--- src/rtl/rc4_ctxt_feeder.sv ---
// Front end for rc4_decryption. It collects the 16-byte seed serially, holds the core in reset
// until the seed is complete, and queues ciphertext so nothing is lost while the core initialises.
module rc4_ctxt_feeder #(
  parameter int DEPTH = 16,
  parameter int AW    = 4
) (
  input  logic          clk,
  input  logic          rst_n,
  input  logic          flush,
  input  logic [7:0]    seed_byte,
  input  logic          seed_wr,
  input  logic [7:0]    in_byte,
  input  logic          in_valid,
  output logic          in_ready,
  input  logic          init_done,
  output logic [127:0]  seed,
  output logic          core_rst_n,
  output logic [7:0]    din,
  output logic          din_valid,
  output logic          seed_loaded,
  output logic [AW:0]   count
);

  typedef enum logic [1:0] {
    LOAD_SEED = 2'd0,
    WAIT_INIT = 2'd1,
    STREAM    = 2'd2
  } state_t;

  state_t         r_state;
  logic [3:0]     r_idx;
  logic [127:0]   r_seed;
  logic           r_core_rst_n;
  logic [7:0]     r_din;
  logic           r_din_valid;
  logic [AW-1:0]  r_wptr;
  logic [AW-1:0]  r_rptr;
  logic [AW:0]    r_count;
  logic [7:0]     r_mem [DEPTH];

  logic w_full;
  logic w_push;
  logic w_pop;

  // Full is judged on the registered count, so a pop never opens a slot for a push in the same cycle.
  assign w_full = (r_count == (AW+1)'(DEPTH));
  assign w_push = in_valid && !w_full;
  assign w_pop  = (r_state == STREAM) && init_done && (r_count != '0);

  assign in_ready    = !w_full;
  assign seed        = r_seed;
  assign core_rst_n  = r_core_rst_n;
  assign din         = r_din;
  assign din_valid   = r_din_valid;
  assign seed_loaded = (r_state != LOAD_SEED);
  assign count       = r_count;

  always_ff @(posedge clk or posedge rst_n) begin
    if (rst_n) begin
      r_state      <= LOAD_SEED;
      r_idx        <= '0;
      r_seed       <= '0;
      r_core_rst_n <= 1'b0;
      r_din        <= '0;
      r_din_valid  <= 1'b0;
      r_wptr       <= '0;
      r_rptr       <= '0;
      r_count      <= '0;
    end else if (flush) begin
      r_state      <= LOAD_SEED;
      r_idx        <= '0;
      r_seed       <= '0;
      r_core_rst_n <= 1'b0;
      r_din        <= '0;
      r_din_valid  <= 1'b0;
      r_wptr       <= '0;
      r_rptr       <= '0;
      r_count      <= '0;
    end else begin
      case (r_state)
        LOAD_SEED: begin
          if (seed_wr) begin
            r_seed[{r_idx, 3'b000} +: 8] <= seed_byte;
            r_idx                        <= r_idx + 4'd1;
            if (r_idx == 4'd15) r_state <= WAIT_INIT;
          end
        end
        WAIT_INIT: if (init_done)  r_state <= STREAM;
        STREAM:    if (!init_done) r_state <= WAIT_INIT;
        default:                   r_state <= LOAD_SEED;
      endcase

      // Core reset releases one edge after the seed completes, so the core sees a stable seed.
      r_core_rst_n <= (r_state != LOAD_SEED);

      if (w_push) r_wptr <= r_wptr + AW'(1);

      if (w_pop) begin
        r_din       <= r_mem[r_rptr];
        r_din_valid <= 1'b1;
        r_rptr      <= r_rptr + AW'(1);
      end else begin
        r_din_valid <= 1'b0;
      end

      case ({w_push, w_pop})
        2'b10:   r_count <= r_count + (AW+1)'(1);
        2'b01:   r_count <= r_count - (AW+1)'(1);
        default: r_count <= r_count;
      endcase
    end
  end

  // Storage needs no reset; the pointers and count decide which entries are live.
  always_ff @(posedge clk) begin
    if (w_push && !flush && !rst_n) r_mem[r_wptr] <= in_byte;
  end

endmodule

--- config.mk ---
export PLATFORM = sky130hd
export DESIGN_NAME = rc4_ctxt_feeder
export DESIGN_NICKNAME = d
export VERILOG_FILES = /design/src/rtl/rc4_ctxt_feeder.sv
export SDC_FILE = /design/constraint.sdc
export NUM_CORES = 1
export LEC_CHECK = 0
export CORE_UTILIZATION = 59
export DETAILED_ROUTE_END_ITERATION = 12
export HOLD_SLACK_MARGIN = 0.06
export PLACE_DENSITY = 0.85
export SLEW_MARGIN = 5
export SYNTH_ARGS = -nofsm -noshare
export SYNTH_HDL_FRONTEND = slang
export SYNTH_SLANG_ARGS = --single-unit
--- constraint.sdc ---
create_clock -name clk -period 14.2 [get_ports clk]
set_input_delay 1.42 -clock clk [delete_from_list [all_inputs] [get_ports clk]]
set_output_delay 1.42 -clock clk [all_outputs]
set_load 0.05 [all_outputs]
After elaboration in Yosys (flattened, before gate mapping):

Memory sizes are Yosys's and may differ from the RTL's.
Index checks and enable logic that the tools add are counted.

* register bits: 157
* bits in writable memories: 128
* input port bits: 22
* output and inout bits: 145
* word-level logic and storage cells: 72
* memories kept: 1

Memory list
* r_mem: depth 16, bits a word 8, rd ports 1, clocked after Yosys merged registers in 0, wr ports 1, RTL line 39 `logic [7:0] r_mem [DEPTH];`

* add/sub/neg operators: 6
* equal/unequal tests: 10
* shifts and indexed selects: 2
* muxes and demuxes: 26
* reduce and logical (&&, ||, !) cells: 18

Operators with widths (number)
* two-way mux 128 bit: 3
* bitwise mux 128 bit: 1
* variable shift 8 x 9 -> 128 bit, first input constant: 1
* indexed part select 8 x 9 -> 128 bit: 1
* two-way mux 4 bit: 7
* two-way mux 8 bit: 2
* adder 4 x 1 -> 4 bit, second input constant: 3
* inequality test 3 bit, second input constant: 4
* two-way mux 2 bit: 5
* case mux 5 bit (2 select lines): 1
* nonzero test 2 bit: 5
* negation 7 -> 9 bit: 1
* case mux 2 bit (3 select lines): 1
* adder 5 x 1 -> 5 bit, second input constant: 1
* equality test 5 bit, second input constant: 1
* logical AND 1 bit: 5
* two-way mux 1 bit: 5
* two-way mux 5 bit: 1
* nonzero test 5 bit: 1
* subtractor 5 x 1 -> 5 bit, second input constant: 1
* equality test 2 x 1 -> 1 bit, second input constant: 2
* equality test 2 bit, second input constant: 2
* equality test 4 bit, second input constant: 1
* AND reduction 4 bit: 1
* 4 further kinds: 6

Logic depth before layout (Yosys ltp):

* word-level depth: 7
* depth in mapped cells: 11
* mapped depth without buffers: 9

Worst setup path before layout:

No wires, ideal clock.

* path kind: input to register
* start point: in flush
* end point: mem r_mem[0][0] (enable)
* setup time: 383 ps
* arrival: 3250 ps
* required time: 13817 ps
* slack: 10567 ps
* stages on the path: 5
* buffers on the path: 2
* cell sequence: buf_2 buf_2 a2111oi_0 nand2_1 nor3_1

* longest elaborated chain between the ends: 5

Ends and longest elaborated chain
* start: declaration: RTL line 9 `input logic flush,`
* logical NOT 1 bit: RTL line 116 `if (w_push && !flush && !rst_n) r_mem[r_wptr] <= in_byte;`
* logical AND 1 bit (2 in series): RTL line 116
* two-way mux 1 bit: RTL line 116
* two-way mux 1 bit (implied by the code): RTL line 116
* end: declaration: RTL line 39

Every way passes these cells.

Worst setup path in the final report:

* start point: reg r_count[1] (netlist: count[1])
* end point: out in_ready

* longest elaborated chain between the ends: 2

Ends and longest elaborated chain
* start: declaration: RTL line 38 `logic [AW:0] r_count;`
* start signal: assignment: RTL line 107 `2'b10: r_count <= r_count + (AW+1)'(1);`
* start signal: assignment: RTL line 108 `2'b01: r_count <= r_count - (AW+1)'(1);`
* start signal: assignment: RTL line 109 `default: r_count <= r_count;`
* equality test 5 bit: RTL line 46 `assign w_full = (r_count == (AW+1)'(DEPTH));`
* logical NOT 1 bit: RTL line 50 `assign in_ready = !w_full;`
* end: declaration: RTL line 14 `output logic in_ready,`

Every way passes these cells.

==> impl_metrics.csv <==
group,metric,value,unit
worst_setup_path,max_stage_delay,0.83,ns
clock_tree,root_buffer,"clkbuf_16",
detailed_routing,vias_per_cell,6.28,
worst_setup_path,crit_slowest_cell,"nor4_2",
clock_tree,clockBufferDepth,3,
flow_run,maxCapViolations,0,
power_and_ir_drop,totalPowerFinal,1.69,mW
timing,max-slew-margin-rel,0.214,
floorplanning,initial_core_util,0.607,
placement,post-place-ws,9.82,ns
worst_setup_path,end_kind,"output port",
yosys,ys_seq_area_frac,0.627,
power_and_ir_drop,p_per_area,112,mW/mm^2
worst_setup_path,reg2reg_slack,10.58,ns
floorplanning,dieArea,0.0216,mm^2
timing,fin_crit,4.18,ns
hold_path,hold_class,"reg2reg",
worst_setup_path,crit_chain,"nor4_2 -> nand2_1 -> clkdlybuf4s50_1",
timing,finalClockSkew,0.0161,ns
worst_setup_path,crit_path_start_kind,"register",
layout,ff_latch_area,0.00777,mm^2
clock_tree,cts-buffers-inserted,28,
grt,met1_usage,0.417,
power_and_ir_drop,pwr-share-comb,0.074,
layout,fin_area,0.0150,mm^2
yosys,synth.area.top_cells,"dfrtp_1 32%, edfxtp_1 31%, mux2i_1 9.0%",
clock_tree,cts_sinks,285,
grt,grt_pass1_vias,8221,
clock_tree,clk_latency,0.55,ns
yosys,synth_top_area_share,0.317,
placement,portBuffers,166,
grt,overflow,0,
detailed_routing,first_pass_iters,6,
clock_tree,cts_htree_levels,1,
clock_tree,cts_hold_buffers,0,
detailed_routing,ant_nets,0,
yosys,ys_top_cells_by_count,"157 x dfrtp_1, 128 x edfxtp_1, 112 x mux2i_1, 106 x nand2_1, 44 x nor2_1",
power_and_ir_drop,ir_drop,0.116,mV
power_and_ir_drop,clockPowerShare,0.406,
yosys,synth_top_cell_by_area,"dfrtp_1",
timing,setup_viol,0,
timing,setup_slack,10.02,ns
yosys,yosysWarnings,0,
worst_setup_path,crit_required,12.78,ns
floorplanning,io_pins,167,
timing,fmax,239,MHz
grt,grt_usage,0.289,
hold_path,min_to,"seed[27]$_DFFE_PP0P_",
worst_setup_path,cpLargestDelayFamily,"simple AND/OR/NAND/NOR gates",
yosys,synth_edf_count,128,
grt,grt_pass1_wl,47.8,mm
yosys,synth.avg_cell_area,13.7,um^2
worst_setup_path,timing_worst_setup_path_type,"reg2out",
worst_setup_path,r2r_cells,9,
layout,multi_input_area,0.00429,mm^2
power_and_ir_drop,p_int,1.29,mW
yosys,post-synth-top-count-cell,"dfrtp_1",
layout,n_antenna_cell,0,
hold_path,min-delay-start,"seed[27]$_DFFE_PP0P_",
clock_tree,cts_resized,0,
worst_setup_path,startpoint,"count[1]$_DFFE_PP0P_",
power_and_ir_drop,switching_share,0.235,
placement,gp_congestion,0.899,
timing,timing.final.crit_share,0.294,
clock_tree,cts_tree,"yes",
power_and_ir_drop,power.leakage,6.02,nW
layout,area_growth,21.3,%
worst_setup_path,worstPathMaxFanout,10,
floorplanning,core,0.0204,mm^2
detailed_routing,remaining_drc_errors,0,
timing,rsz0062_at_grt,"no",
timing,slew_violations,0,
grt,busiest_layer,"met2",
timing,hold_viol,0,
detailed_routing,initialDrtViolationCount,723,
worst_setup_path,critPathBufInv,1,
yosys,netlist_instances,906,
yosys,synth_cell_types,72,
hold_path,min_delay_path_depth,1,
yosys,syn_nets,939,
floorplanning,std_cell_rows,52,
yosys,ys_seq_elements,285,
floorplanning,die_w,147,um
clock_tree,cts_setup_buffers,0,
detailed_routing,detail_route.wl_per_cell,22.9,um
layout,fillers,1315,
placement,hpwl,20.1,mm
worst_setup_path,cp.arrival,2.76,ns
layout,drive_gt1_frac,0.108,
detailed_routing,routed_wl,30.6,mm
floorplanning,die_h,147,um
layout,fin_util,0.736,
outcome,outcome,"finished, final reports clean",
worst_setup_path,r2r_start,"count[1]$_DFFE_PP0P_",
worst_setup_path,r2r_end,"count[4]$_DFFE_PP0P_",
grt,use_met3,0.0429,
power_and_ir_drop,p_switching,397,uW
clock_tree,clk_pin_slew,0.06,ns
grt,antenna_found_initial,0,
grt,grt_start_max_net_pins,99,
timing,tightest_slew,1.17,ns
yosys,async_flop_share,0.551,
grt,met2_usage,0.456,
yosys,ys.flop_type,"dfrtp_1",
placement,place_area,0.0142,mm^2
timing,final.setup.tns,0,ns
detailed_routing,routed-via-count,8378,
yosys,syn-cell-area,0.0124,mm^2
power_and_ir_drop,seqPwrFrac,0.520,
layout,nNetsFinal,1078,
[how the worst max path moves through the flow]
stage,endpoint,slack [ns],cells after the start
floorplan,core_rst_n$_DFF_PP0_,8.55,1
global placement,count[4]$_DFFE_PP0P_,9.92,10
detailed placement,count[4]$_DFFE_PP0P_,9.82,10
CTS,in_ready,10.02,3
global route,in_ready,9.91,3
finish,in_ready,10.02,3
[power by group through the flow]
stage / clock, mW / combinational [mW] / sequential, mW
2_1_floorplan: 0 / 0.0695 / 0.903
3_3_place_gp: 0 / 0.120 / 0.893
3_5_place_dp: 0 / 0.123 / 0.893
4_1_cts: 0.695 / 0.124 / 0.877
5_1_grt: 0.725 / 0.133 / 0.878
6_report: 0.685 / 0.125 / 0.878
[layout make-up]
cell class,instances,share of cell area
clock inverters,11,0.00416
clock buffers,39,0.0527
well taps,270,0.0225
flip-flops and latches,285,0.517
repair buffers,172,0.113
multi-input cells,539,0.285
inverters,19,0.00508
[cells by family after synthesis]
logic type / Yosys count / share of synthesized area
fa+ha+maj: 11 / 0.0111
flops: 285 / 0.627
compound gates: 108 / 0.0639
mux: 156 / 0.160
simple gates: 249 / 0.100
xor+xnor: 15 / 0.0112
buf+inv: 82 / 0.0271
[flip-flops by register name (all words and copies together), names as in the netlist]
name	flops
core_rst_n	1
count	5
din	8
din_valid	1
r_idx	4
r_mem	128
r_rptr	4
r_state	2
r_wptr	4
seed	128
[per-stage QoR]
step / std cells / hold WS, ns
after floorplan: 906 / 0.559
after global placement: 1285 / 0.489
after detailed placement: 1285 / 0.491
after CTS: 1335 / 0.509
after global routing: 1335 / 0.516
final: 1335 / 0.506
[layer usage]
layer | up-vias | wire length, um
li1 | 3630 | -
met1 | 4218 | 12400
met2 | 462 | 14700
met3 | 68 | 2530
met4 | 0 | 958
met5 | - | 0
[layout by cell type (no fill, tap or decap), drive strengths merged, types with 3 or more instances in the layout]
cell type / n
o21a: 3
mux2i: 112
nand2: 108
nand3: 28
nor3: 10
mux2: 12
o21ai: 19
a31oi: 3
xor2: 6
a21oi: 26
or2: 4
clkinv: 9
nor2b: 4
xnor2: 9
inv: 19
edfxtp: 128
and3: 11
nand4: 11
clkdlybuf4s50: 165
ha: 11
clkbuf: 39
nor3b: 9
o221ai: 8
nor2: 45
buf: 7
o31ai: 12
mux4: 32
a22o: 8
o2111ai: 8
dfrtp: 157
nand2b: 5
o211ai: 3
No activity file was read; power rests on OpenSTA's default activity.
